[config.mk]
export PLATFORM = sky130hd
export DESIGN_NAME = udp_tx_framer
export DESIGN_NICKNAME = d
export VERILOG_FILES = /design/src/rtl/udp_tx_framer.sv
export SDC_FILE = /design/constraint.sdc
export NUM_CORES = 1
export LEC_CHECK = 0
export BUFFER_PORTS_ARGS = -buffer_cell sky130_fd_sc_hd__buf_2
export CORE_ASPECT_RATIO = 0.7
export CORE_MARGIN = 4
export CORE_UTILIZATION = 61
export CTS_CLUSTER_DIAMETER = 100
export DETAILED_ROUTE_END_ITERATION = 12
export PLACE_DENSITY = 0.78
export SLEW_MARGIN = 20
export SYNTH_ARGS = -nofsm -noshare
export SYNTH_HDL_FRONTEND = slang
export SYNTH_SLANG_ARGS = --single-unit
[constraint.sdc]
create_clock -name gmii_tx_clk -period 14.7 [get_ports gmii_tx_clk]
set_input_delay 1.47 -clock gmii_tx_clk [delete_from_list [all_inputs] [get_ports gmii_tx_clk]]
set_output_delay 1.47 -clock gmii_tx_clk [all_outputs]
set_load 0.005 [all_outputs]
[src/rtl/udp_tx_framer.sv]
// GMII UDP/IPv4 frame transmitter: builds Ethernet/IP/UDP headers around a RAM payload.
// Optional CRC-32 frame check sequence is enabled by defining UDP_TX_FCS_EN.
//
// state      | meaning
// -----------+------------------------------------------------------------
// S_IDLE     | waiting for tx_start, outputs quiet
// S_CALC     | 2 cycles: IP header checksum accumulate, then fold/invert
// S_PREAMBLE | 7 x 0x55 then SFD 0xD5
// S_ETH_HDR  | destination MAC, source MAC, EtherType 0x0800
// S_IP_HDR   | 20-byte IPv4 header
// S_UDP_HDR  | ports, UDP length, zero checksum; payload address 0 prefetched here
// S_PAYLOAD  | len bytes streamed from the payload RAM
// S_PAD      | zero fill up to the 18-byte minimum payload
// S_FCS      | 4 CRC bytes, least significant first (UDP_TX_FCS_EN only)
// S_IFG      | 12 quiet cycles, tx_done on the last one
module udp_tx_framer #(
  parameter logic [47:0] LOCAL_MAC  = 48'h00_0A_35_01_FE_C0,
  parameter logic [47:0] DEST_MAC   = 48'hFF_FF_FF_FF_FF_FF,
  parameter logic [31:0] LOCAL_IP   = 32'hC0A8_0002,
  parameter logic [31:0] DEST_IP    = 32'hC0A8_0003,
  parameter logic [15:0] LOCAL_PORT = 16'd8080,
  parameter logic [15:0] DEST_PORT  = 16'd8080,
  parameter int          MAX_LEN    = 1472
) (
  input  logic        gmii_tx_clk,
  input  logic        rst,
  input  logic        tx_start,
  input  logic [10:0] tx_len,
  output logic        tx_busy,
  output logic        tx_done,
  output logic [10:0] udp_send_ram_addr,
  input  logic [7:0]  udp_send_ram_rdata,
  output logic        gmii_tx_en,
  output logic [7:0]  gmii_txd
);

  typedef enum logic [3:0] {
    S_IDLE, S_CALC, S_PREAMBLE, S_ETH_HDR, S_IP_HDR, S_UDP_HDR, S_PAYLOAD, S_PAD,
`ifdef UDP_TX_FCS_EN
    S_FCS,
`endif
    S_IFG
  } state_t;

`ifdef UDP_TX_FCS_EN
  localparam state_t S_TAIL = S_FCS;
`else
  localparam state_t S_TAIL = S_IFG;
`endif
  localparam logic [10:0] MAX_LEN_C = 11'(MAX_LEN);

  state_t      state_q, state_d;
  logic [10:0] cnt_q, cnt_d;
  logic [10:0] len_q, len_c;
  logic [4:0]  pad_q, pad_c;
  logic [15:0] ip_id_q;
  logic [19:0] csum_acc_q, csum_acc_d;
  logic [15:0] csum_q;
  logic [16:0] csum_f1;
  logic [15:0] csum_f2;
  logic [10:0] addr_q, addr_d, addr_off;
  logic [7:0]  txd_q, txd_d;
  logic        en_q, en_d, busy_q, done_q;
  logic [15:0] tot_len, udp_len;
  logic [111:0] eth_v;
  logic [159:0] ip_v;
  logic [63:0]  udp_v;
  logic [7:0]  eth_b [16];
  logic [7:0]  ip_b  [32];
  logic [7:0]  udp_b [8];

  assign len_c   = (tx_len > MAX_LEN_C) ? MAX_LEN_C : tx_len;
  assign pad_c   = (len_c < 11'd18) ? 5'(11'd18 - len_c) : 5'd0;
  assign tot_len = 16'(len_q) + 16'd28;
  assign udp_len = 16'(len_q) + 16'd8;

  assign csum_acc_d = 20'h04500 + 20'(tot_len) + 20'(ip_id_q) + 20'h04000 + 20'h04011
                    + 20'(LOCAL_IP[31:16]) + 20'(LOCAL_IP[15:0])
                    + 20'(DEST_IP[31:16]) + 20'(DEST_IP[15:0]);
  assign csum_f1 = 17'(csum_acc_q[15:0]) + 17'(csum_acc_q[19:16]);
  assign csum_f2 = csum_f1[15:0] + 16'(csum_f1[16]);

  assign eth_v = {DEST_MAC, LOCAL_MAC, 16'h0800};
  assign ip_v  = {16'h4500, tot_len, ip_id_q, 16'h4000, 8'h40, 8'h11, csum_q, LOCAL_IP, DEST_IP};
  assign udp_v = {LOCAL_PORT, DEST_PORT, udp_len, 16'h0000};

  always_comb begin
    for (int i = 0; i < 16; i++) eth_b[i] = 8'h00;
    for (int i = 0; i < 32; i++) ip_b[i] = 8'h00;
    for (int i = 0; i < 14; i++) eth_b[i] = eth_v[8*(13-i) +: 8];
    for (int i = 0; i < 20; i++) ip_b[i] = ip_v[8*(19-i) +: 8];
    for (int i = 0; i < 8; i++) udp_b[i] = udp_v[8*(7-i) +: 8];
  end

  always_comb begin
    state_d = state_q;
    cnt_d   = cnt_q + 11'd1;
    case (state_q)
      S_IDLE: begin
        cnt_d = '0;
        if (tx_start) state_d = S_CALC;
      end
      S_CALC:     if (cnt_q == 11'd1)  begin state_d = S_PREAMBLE; cnt_d = '0; end
      S_PREAMBLE: if (cnt_q == 11'd7)  begin state_d = S_ETH_HDR;  cnt_d = '0; end
      S_ETH_HDR:  if (cnt_q == 11'd13) begin state_d = S_IP_HDR;   cnt_d = '0; end
      S_IP_HDR:   if (cnt_q == 11'd19) begin state_d = S_UDP_HDR;  cnt_d = '0; end
      S_UDP_HDR: if (cnt_q == 11'd7) begin
        state_d = (len_q != 11'd0) ? S_PAYLOAD : S_PAD;
        cnt_d   = '0;
      end
      S_PAYLOAD: if (cnt_q == len_q - 11'd1) begin
        state_d = (pad_q != 5'd0) ? S_PAD : S_TAIL;
        cnt_d   = '0;
      end
      S_PAD: if (cnt_q == 11'(pad_q) - 11'd1) begin state_d = S_TAIL; cnt_d = '0; end
`ifdef UDP_TX_FCS_EN
      S_FCS: if (cnt_q == 11'd3) begin state_d = S_IFG; cnt_d = '0; end
`endif
      S_IFG: if (cnt_q == 11'd11) begin state_d = S_IDLE; cnt_d = '0; end
      default: begin state_d = S_IDLE; cnt_d = '0; end
    endcase
  end

`ifdef UDP_TX_FCS_EN
  logic [31:0] crc_q, crc_d, fcs_v;

  function automatic logic [31:0] crc_byte(input logic [31:0] c, input logic [7:0] d);
    logic [31:0] r;
    r = c ^ {24'd0, d};
    for (int b = 0; b < 8; b++) r = r[0] ? ((r >> 1) ^ 32'hEDB8_8320) : (r >> 1);
    return r;
  endfunction

  assign fcs_v = ~crc_q;
`endif

  // Outputs are registered from the next state so each byte lands in the cycle of its state.
  always_comb begin
    txd_d = 8'h00;
    en_d  = 1'b0;
    case (state_d)
      S_PREAMBLE: begin en_d = 1'b1; txd_d = (cnt_d == 11'd7) ? 8'hD5 : 8'h55; end
      S_ETH_HDR:  begin en_d = 1'b1; txd_d = eth_b[cnt_d[3:0]]; end
      S_IP_HDR:   begin en_d = 1'b1; txd_d = ip_b[cnt_d[4:0]]; end
      S_UDP_HDR:  begin en_d = 1'b1; txd_d = udp_b[cnt_d[2:0]]; end
      S_PAYLOAD:  begin en_d = 1'b1; txd_d = udp_send_ram_rdata; end
      S_PAD:      en_d = 1'b1;
`ifdef UDP_TX_FCS_EN
      S_FCS: begin
        en_d  = 1'b1;
        txd_d = fcs_v[8*cnt_d[1:0] +: 8];
      end
`endif
      default: ;
    endcase
  end

`ifdef UDP_TX_FCS_EN
  always_comb begin
    crc_d = crc_q;
    if (state_d == S_PREAMBLE) crc_d = 32'hFFFF_FFFF;
    else if (en_d && state_d != S_TAIL) crc_d = crc_byte(crc_q, txd_d);
  end
`endif

  // Address runs two bytes ahead of the output to absorb the RAM read and output register.
  always_comb begin
    addr_d   = addr_q;
    addr_off = '0;
    if (state_d == S_IDLE) begin
      addr_d = '0;
    end else if ((state_d == S_UDP_HDR && cnt_d >= 11'd6) || state_d == S_PAYLOAD) begin
      addr_off = (state_d == S_PAYLOAD) ? cnt_d + 11'd2 : cnt_d - 11'd6;
      if (len_q != 11'd0) addr_d = (addr_off >= len_q) ? len_q - 11'd1 : addr_off;
    end
  end

  always_ff @(posedge gmii_tx_clk) begin
    if (rst) begin
      state_q    <= S_IDLE;
      cnt_q      <= '0;
      len_q      <= '0;
      pad_q      <= '0;
      ip_id_q    <= '0;
      csum_acc_q <= '0;
      csum_q     <= '0;
      addr_q     <= '0;
      txd_q      <= '0;
      en_q       <= 1'b0;
      busy_q     <= 1'b0;
      done_q     <= 1'b0;
`ifdef UDP_TX_FCS_EN
      crc_q      <= '1;
`endif
    end else begin
      state_q <= state_d;
      cnt_q   <= cnt_d;
      if (state_q == S_IDLE && tx_start) begin
        len_q <= len_c;
        pad_q <= pad_c;
      end
      if (state_q == S_CALC) begin
        if (cnt_q == 11'd0) csum_acc_q <= csum_acc_d;
        else csum_q <= ~csum_f2;
      end
      addr_q <= addr_d;
      txd_q  <= txd_d;
      en_q   <= en_d;
      busy_q <= (state_d != S_IDLE);
      done_q <= (state_d == S_IFG && cnt_d == 11'd11);
      if (state_d == S_IFG && cnt_d == 11'd11) ip_id_q <= ip_id_q + 16'd1;
`ifdef UDP_TX_FCS_EN
      crc_q <= crc_d;
`endif
    end
  end

  assign gmii_txd          = txd_q;
  assign gmii_tx_en        = en_q;
  assign tx_busy           = busy_q;
  assign tx_done           = done_q;
  assign udp_send_ram_addr = addr_q;

endmodule

# After elaboration in Yosys (flattened, before gate mapping)
# Memories as Yosys holds them, arrays and structs flattened.
# Index checks and enable logic that the tools add are counted.
[classes]
n_shift = 0
eq_ne = 24
n_reduce_logical = 16
div_mod_pow = 0
mux = 35
add_sub_neg = 19
n_lt_le_gt_ge = 7
bitwise = 5
n_mul = 0
[ops]
columns = ["op", "n"]
rows = [
  ["11-bit 2-to-1 mux", 10],
  ["11-bit case mux with 7 select lines", 1],
  ["8-bit 2-to-1 mux", 7],
  ["20-bit by 2-bit adder with 20-bit output, second input constant", 2],
  ["8-bit binary-select mux with 5-bit select", 1],
  ["4-bit 2-to-1 mux", 10],
  ["8-bit case mux with 5 select lines", 1],
  ["4-bit case mux with 9 select lines", 1],
  ["11-bit by 4-bit == test with 1-bit output, second input constant", 3],
  ["4-bit by 3-bit == test with 1-bit output, second input constant", 8],
  ["8-bit binary-select mux with 3-bit select", 1],
  ["11-bit == test", 2],
  ["11-bit by 3-bit == test with 1-bit output, second input constant", 2],
  ["19-bit by 16-bit adder with 20-bit output, second input constant", 1],
  ["20-bit by 16-bit adder with 20-bit output, second input constant", 1],
  ["18-bit by 15-bit adder with 19-bit output, second input constant", 1],
  ["17-bit by 15-bit adder with 18-bit output, second input constant", 1],
  ["16-bit by 16-bit adder with 17-bit output", 1],
  ["16-bit by 4-bit adder with 17-bit output", 1],
  ["15-bit by 12-bit adder with 16-bit output, first input constant", 1],
  ["16-bit by 1-bit adder with 16-bit output", 1],
  ["16-bit by 1-bit adder with 16-bit output, second input constant", 1],
  ["4-bit by 2-bit == test with 1-bit output, second input constant", 4],
  ["16-bit NOT", 1],
  ["other kinds (35)", 43],
]
[totals]
latchBits = 0
rom_bits = 128
n_memories = 1
mem_bits_rw = 0
regBits = 105
[mem_list]
columns = ["memory", "depth", "width", "read_ports", "rd_ports_with_merged_regs", "write_ports", "line", "source"]
rows = [
  ["(name not given)", 16, 8, 1, 0, 0, "143", "S_ETH_HDR: begin en_d = 1'b1; txd_d = eth_b[cnt_d[3:0]]; end"],
]

# Longest topological paths before layout
# Gate-level depths: netlist of run 1.
[logic_depth]
depth_word = 9
ltp_mapped = 30
mapped_depth_nobuf = 24

# Least setup slack after synthesis of run 1
# No wires, ideal clock.
[synth_path]
kind = "register -> register"
from = "register len_q[4]"
to = "register addr_q[0], in the netlist udp_send_ram_addr[0]"
arrival_time_ps = 5685
path_slack_ps = 8895
period_less_slack_ps = 5805
path_stages_with_launch = 27
required_ps = 14579
path_cell_list = "dfxtp_1 > clkbuf_1 > inv_1 > ha_1 > or4b_2 > xnor2_1 > or3_1 > a211oi_2 > a31o_2 > clkbuf_1 > nand2_1 > nand2_1 > inv_1 > ha_1 > buf_2 > nor3_1 > nand3_1 > a32o_1 > ha_1 > or3_1 > or3_1 > o21ai_0 > a21oi_1 > clkbuf_1 > clkbuf_1 > a211oi_1 > nor3_1"
[synth_between]
elab_chain_cells = 8
elab_cells_between_ends = 22
classes_between = "add/sub: 3; order compare: 2; eq/ne: 3; mux: 8; reduce/logical: 6"
[synth_rtl]
columns = ["item", "line", "source"]
rows = [
  ["start: declaration", "54", "logic [10:0] len_q, len_c;"],
  ["start signal: assignment", "199", "len_q <= len_c;"],
  ["11-bit by 1-bit subtractor with 11-bit output / 11-bit nonzero test (equally long branches)", "111, 108, 174", ""],
  ["11-bit == test / 1-bit 2-to-1 mux (equally long branches)", "111, 108", ""],
  ["11-bit 2-to-1 mux, or another cell as far along", "111", "S_PAYLOAD: if (cnt_q == len_q - 11'd1) begin"],
  ["11-bit case mux with 7 select lines / 4-bit case mux with 9 select lines (equally long branches)", "98", "case (state_q)"],
  ["11-bit by 3-bit subtractor with 11-bit output, or another cell as far along", "173", "addr_off = (state_d == S_PAYLOAD) ? cnt_d + 11'd2 : cnt_d - 11'd6;"],
  ["11-bit 2-to-1 mux / 1-bit logical AND (equally long branches)", "173, 172", ""],
  ["11-bit >= comparator / 1-bit logical OR (equally long branches)", "174, 172", ""],
  ["11-bit 2-to-1 mux / 2-bit AND reduction (equally long branches)", "-", ""],
  ["end signal: assignment", "206", "addr_q <= addr_d;"],
  ["end: declaration", "61", "logic [10:0] addr_q, addr_d, addr_off;"],
]
# Parallel ways exist; a longest one is shown, timed or not.
# A chain may end at the register's enable or synchronous reset.

# Worst setup path after layout of run 1
[layout_path]
from = "register len_q[3]"
to = "register addr_q[2], in the netlist udp_send_ram_addr[2]"
# Same word-level chain as after synthesis.

==> impl_metrics.json, run 1 <==
{
  "synth_edf_count": 0,
  "slew_headroom_pct": 32.9,
  "path_cells": "inv_1, ha_1, or4b_2, xnor2_1, or3_1, a211oi_2, a31o_2, nand2_1, nand2_1, inv_1, ha_1, or2_2, o31ai_1, a31oi_1, ha_1, or3_1, or3_1, o21ai_0, a21oi_1, buf_4, mux2_2, mux2i_1, nor2_1",
  "final-hold-violation-count": 0,
  "rsz0062_at_grt": "false",
  "total_power_uw": 803,
  "cp-start-kind": "flip-flop",
  "ys_seq_area_share_pct": 24.5,
  "worst_slew_pin_slew_ns": 0.997,
  "hp-start": "udp_send_ram_addr[3]",
  "port_buffers": 43,
  "reg2reg_to": "udp_send_ram_addr[2]",
  "cp.buffers_inverters": 3,
  "areaGrowthSynthToFinish_pct": 6.55,
  "r2r-start": "len_q[3]",
  "drive_above_1_share_pct": 8.27,
  "drtAntennaViolNets": 0,
  "grt.met3_usage_pct": 13.9,
  "async_reset_ff_share_pct": 0,
  "fin_skew_ns": 0.0101,
  "clkTransAtPathRegs_ns": 0.08,
  "ir_worst_vdd_v": 0.0000619,
  "powerDensity_nw_per_um2": 89.8,
  "drt_pass1_iterations": 9,
  "setup_viol": 0,
  "coreArea_sq_um": 13300,
  "top_usage_layer": "met1",
  "post-route-drc-count": 0,
  "avgViaCountPerCell": 6.57,
  "drtIter0Drc": 1140,
  "final_cell_mix": "nor2_1 (126), nand2_1 (103), dfxtp_1 (103)",
  "crit_fanout": 20,
  "hold_path_class": "reg2reg",
  "syn_area_sq_um": 8400,
  "synth.avg_cell_area_sq_um": 7.51,
  "stdcell_area_sq_um": 8950,
  "synth-main-ff-cell": "dfxtp_1",
  "critPathKind": "reg2reg",
  "dp_hpwl_um": 20300,
  "clockBufferDepth": 2,
  "cts.htree.levels": 3,
  "wl_um": 26900,
  "antenna_found_initial": 0,
  "antenna_cells": 0,
  "vias": 8524,
  "crit_required_ns": 14.93,
  "timing.final.crit_period_ns": 6.64,
  "critical_path.max_stage_delay_ns": 0.68,
  "arrival_ns": 6.87,
  "final_common_cell": "nor2_1",
  "cts_setup_buffers": 0,
  "root_buffer": "clkbuf_16",
  "hold_depth": 2,
  "synth_nets": 1196,
  "run_status": "completed",
  "hold-path-endpoint": "udp_send_ram_addr[3]",
  "leakage_nw": 3.48,
  "maxCapViolCount": 0,
  "slowest_stage": "or4b_2",
  "yosys_warnings": 0,
  "globalplace.congestion": 1.02,
  "cts_buffers": 9,
  "fmax_mhz": 151,
  "fillers": 1232,
  "grtUsageMet2_pct": 46.2,
  "die_x_um": 148,
  "clkSinkCount": 103,
  "grt_pass1_wl_um": 42100,
  "die_h_um": 106,
  "initial_core_util_pct": 63.1,
  "fp-row-count": 35,
  "ctsResizeCount": 0,
  "crit_family": "simple AND/OR/NAND/NOR gates",
  "ctsHoldBuffers": 0,
  "end_kind": "flip-flop",
  "ys_seq_elements": 103,
  "cts_tree": "done",
  "clk-insertion-delay-late_ns": 0.36,
  "rr_worst_depth": 23,
  "syn_inst": 1119,
  "nets": 1187,
  "grt.met1_usage_pct": 50.5,
  "first_global_vias": 7778,
  "die_area_sq_um": 15700,
  "grt_usage_pct": 34.0,
  "period_share_pct": 45.2,
  "maxSlewViolCount": 0,
  "dpl_cell_area_sq_um": 8620,
  "r2r_slack_ns": 8.06,
  "grt-ovfl-total": 0,
  "grt_max_degree": 79,
  "synth.distinct_cells": 84,
  "io_pins": 44,
  "setup_tns_ns": 0,
  "wl_per_cell_um": 20.7
}
-- cells in the mapped netlist (17+ instances only) --
library cell	n	area (sq um)
clkbuf_1	60	225
o21a_1	17	128
inv_1	54	203
nand3_1	61	305
xor2_1	26	228
nor2_1	126	473
o21ai_0	44	220
a21oi_1	64	320
nor3_1	41	205
a211oi_1	18	135
nand4_1	20	125
dfxtp_1	103	2060
xnor2_1	68	596
ha_1	53	663
a31oi_1	20	125
and3_1	20	125
nand2_1	103	387
-- through the flow --
| step | cells | worst slack (ns) | hold WS, ns | utilization (%) |
|---|---|---|---|---|
| 3_3_place_gp | 1284 | 8.49 | 0.442 | 64.7 |
| 5_1_grt | 1298 | 7.73 | 0.493 | 67.2 |
| 2_1_floorplan | 1119 | 8.89 | 0.441 | - |
| 6_report | 1298 | 8.06 | 0.459 | 67.2 |
| 3_5_place_dp | 1284 | 8.28 | 0.451 | 64.7 |
| 4_1_cts | 1298 | 8.26 | 0.461 | 67.2 |
-- area by class of cell --
type | count | area, sq um | share of cell area (%)
multi-input cells | 890 | 5840 | 65.3
clock inverters | 5 | 106 | 1.19
clock buffers | 9 | 225 | 2.52
flip-flops and latches | 103 | 2060 | 23.0
inverters | 55 | 206 | 2.31
repair buffers | 51 | 275 | 3.08
well taps | 185 | 231 | 2.59
-- layer usage --
metal / vias to the layer above / wire length, um / share of wire (%)
met5: - / 0 / 0
met4: 0 / 471 / 1.7
met3: 55 / 3940 / 15
met2: 517 / 10400 / 39
met1: 3966 / 12100 / 45
li1: 3986 / - / -
-- cell families after synthesis --
group | share of synthesized area [%]
adder cells (fa/ha/maj) | 8.37
AO/OA/AOI/OAI | 21.9
AND/OR/NAND/NOR | 27.1
multiplexers | 1.47
flip-flops | 24.5
XOR/XNOR | 10.6
buffers and inverters | 5.94
-- state kept, by name, summed over array words and instances (netlist names) --
name / cells
gmii_txd: 8
state_q: 4
len_q: 11
csum_q: 16
gmii_tx_en: 1
cnt_q: 11
tx_done: 1
ip_id_q: 16
pad_q: 5
tx_busy: 1
udp_send_ram_addr: 11
csum_acc_q: 18
-- power by group --
group          internal (mW)  switching [mW]  total, mW
sequential             0.290          0.0194      0.310
clock                  0.165           0.113      0.278
combinational         0.0759           0.139      0.215
-- worst max path at each step --
stage | from | endpoint | slack, ns | cells past startpoint
3_5_place_dp | len_q[4] | udp_send_ram_addr[2] | 8.28 | 23
6_report | len_q[3] | udp_send_ram_addr[2] | 8.06 | 23
4_1_cts | len_q[3] | udp_send_ram_addr[2] | 8.26 | 23
3_3_place_gp | len_q[4] | udp_send_ram_addr[2] | 8.49 | 23
2_1_floorplan | len_q[4] | udp_send_ram_addr[0] | 8.89 | 26
5_1_grt | len_q[3] | udp_send_ram_addr[2] | 7.73 | 23
-- worst min-delay path, delay by kind of cell, from the launching register on --
family,cells,cell delay (ns)
DFF,1,0.31
and+or+nand+nor,1,0.05
AOI/OAI and AO/OA,1,0.05
Power figures use the tool's default switching activity.
==> run 2, diff against run 1 <==
==> constraint.sdc (replaced) <==
create_clock -name gmii_tx_clk -period 6.6 [get_ports gmii_tx_clk]
set_input_delay 0.66 -clock gmii_tx_clk [delete_from_list [all_inputs] [get_ports gmii_tx_clk]]
set_output_delay 0.66 -clock gmii_tx_clk [all_outputs]
set_load 0.005 [all_outputs]
==> impl_metrics.json, run 2 (synthesis gave the netlist of run 1 again) <==
{
  "crit_fanout": 20,
  "final_util_pct": 67.5,
  "leakage_nw": 3.51,
  "fp-row-count": 35,
  "cts_setup_buffers": 0,
  "wl_per_cell_um": 20.1,
  "clkTransAtPathRegs_ns": 0.07,
  "multiInputGateArea_sq_um": 5840,
  "setup_viol": 0,
  "io_pins": 44,
  "wl_um": 26300,
  "cts.htree.levels": 3,
  "die_x_um": 148,
  "end_kind": "flip-flop",
  "dp_cells": 1293,
  "regMostFlops": "csum_acc_q",
  "fin_skew_ns": 0.00768,
  "hold_path_class": "reg2reg",
  "drtIter0Drc": 1560,
  "root_buffer": "clkbuf_16",
  "place_ws_ns": 0.609,
  "dp_hpwl_um": 20100,
  "rsz0062_at_grt": "false",
  "critical_path.max_stage_delay_ns": 0.67,
  "ir_worst_vdd_v": 0.000134,
  "grt_max_degree": 79,
  "reg_top3": "csum_acc_q (18), csum_q (16), ip_id_q (16)",
  "grt_usage_pct": 33.5,
  "arrival_ns": 6.40,
  "clockBufferDepth": 2,
  "crit_required_ns": 6.83,
  "powerDensity_nw_per_um2": 190,
  "slowest_stage": "or4b_2",
  "cts_buffers": 9,
  "run_status": "completed",
  "layout_setup_ws_ns": 0.435,
  "antenna_cells": 0,
  "critPathKind": "reg2reg",
  "final_cell_mix": "nor2_1 (126), nand2_1 (103), dfxtp_1 (103)",
  "largest_reg_flops": 18,
  "initial_core_util_pct": 63.1,
  "globalplace.congestion": 1.02,
  "ctsHoldBuffers": 0,
  "clkSinkCount": 103,
  "cp-start-kind": "flip-flop",
  "slew_headroom_pct": 37.6,
  "drive_above_1_share_pct": 9.16,
  "period_share_pct": 93.4,
  "nets": 1196,
  "worst_slew_pin_slew_ns": 0.936,
  "areaGrowthSynthToFinish_pct": 6.91,
  "clk-insertion-delay-late_ns": 0.36,
  "timing.final.crit_period_ns": 6.16,
  "coreArea_sq_um": 13300,
  "path_cells": "inv_1, ha_1, or4b_2, xnor2_1, or3_1, a211oi_2, a31o_2, nand2_1, nand2_1, inv_1, ha_1, or2_2, o31ai_1, a31oi_1, ha_1, or3_1, or3_1, o21ai_0, a21oi_1, buf_4, mux2_2, mux2i_1, nor2_1",
  "post-route-drc-count": 0,
  "port_buffers": 43,
  "first_global_vias": 7709,
  "die_area_sq_um": 15700,
  "final_cells": 1309,
  "die_h_um": 106,
  "register_area_sq_um": 2060,
  "maxCapViolCount": 0,
  "drtAntennaViolNets": 0,
  "grt_pass1_wl_um": 42100,
  "final-hold-violation-count": 0,
  "drt_pass1_iterations": 12,
  "cts_tree": "done",
  "final_common_cell": "nor2_1",
  "ctsResizeCount": 0,
  "antenna_found_initial": 0,
  "fmax_mhz": 162,
  "grt-ovfl-total": 0,
  "setup_tns_ns": 0,
  "maxSlewViolCount": 0,
  "fillers": 1208,
  "vias": 8575,
  "avgViaCountPerCell": 6.55
}
-- run 2: cell count changes in the layout (fill, tap and decap cells not counted), sizes merged --
cell    change
buf         +9
bufinv      -3
clkbuf      +2
clkinv      +3
-- run 2: final timing paths --
kind | start | endpoint | slack, ns | depth (start not counted)
worst max-delay path | len_q[3] | udp_send_ram_addr[2] | 0.44 | 23
worst min register to register | udp_send_ram_addr[8] | udp_send_ram_addr[8] | 0.45 | 2
worst max register to register | len_q[3] | udp_send_ram_addr[2] | 0.44 | 23
worst min-delay path | udp_send_ram_addr[8] | udp_send_ram_addr[8] | 0.45 | 2
-- run 2: critical path, delay by kind of cell (launching register included) --
kind | cells | cell delay (ns)
and+or+nand+nor | 8 | 2.51
AOI/OAI and AO/OA | 6 | 1.33
adders and majority gates | 3 | 0.81
buffers and inverters | 3 | 0.49
muxes | 2 | 0.42
DFF | 1 | 0.31
xor gates and xnor gates | 1 | 0.18
-- run 2: stage by stage --
| stage | hold WS (ns) | power, mW | instance area [sq um] |
|---|---|---|---|
| global route | 0.476 | 1.78 | 8980 |
| floorplan | 0.441 | 1.03 | 8400 |
| CTS | 0.451 | 1.69 | 8980 |
| detailed placement | 0.441 | 1.17 | 8690 |
| global placement | 0.441 | 1.16 | 8690 |
| finish | 0.448 | 1.71 | 8980 |
-- run 2: final cells by class --
cell class,count,area share (%)
Timing Repair Buffer,60,3.82
Clock buffer,11,2.81
Tap cell,185,2.58
Multi-Input combinational cell,890,65.1
Sequential cell,103,23.0
Inverter,55,2.30
Clock inverter,5,0.460
-- run 2: routing by layer --
metal	GRT usage, %	vias to the layer above	routed length, um
li1	-	4019	-
met4	5.87	0	379
met3	12.7	62	3970
met5	0	-	0
met2	44.7	512	10100
met1	50.9	3982	11800
-- run 2: where the power goes --
| group | switching [mW] | total, mW | internal (mW) | leakage, nW |
|---|---|---|---|---|
| Sequential | 0.0411 | 0.688 | 0.647 | 0.834 |
| Combinational | 0.310 | 0.484 | 0.175 | 2.53 |
| Clock | 0.255 | 0.535 | 0.280 | 0.144 |
| Total | 0.605 | 1.71 | 1.10 | 3.51 |
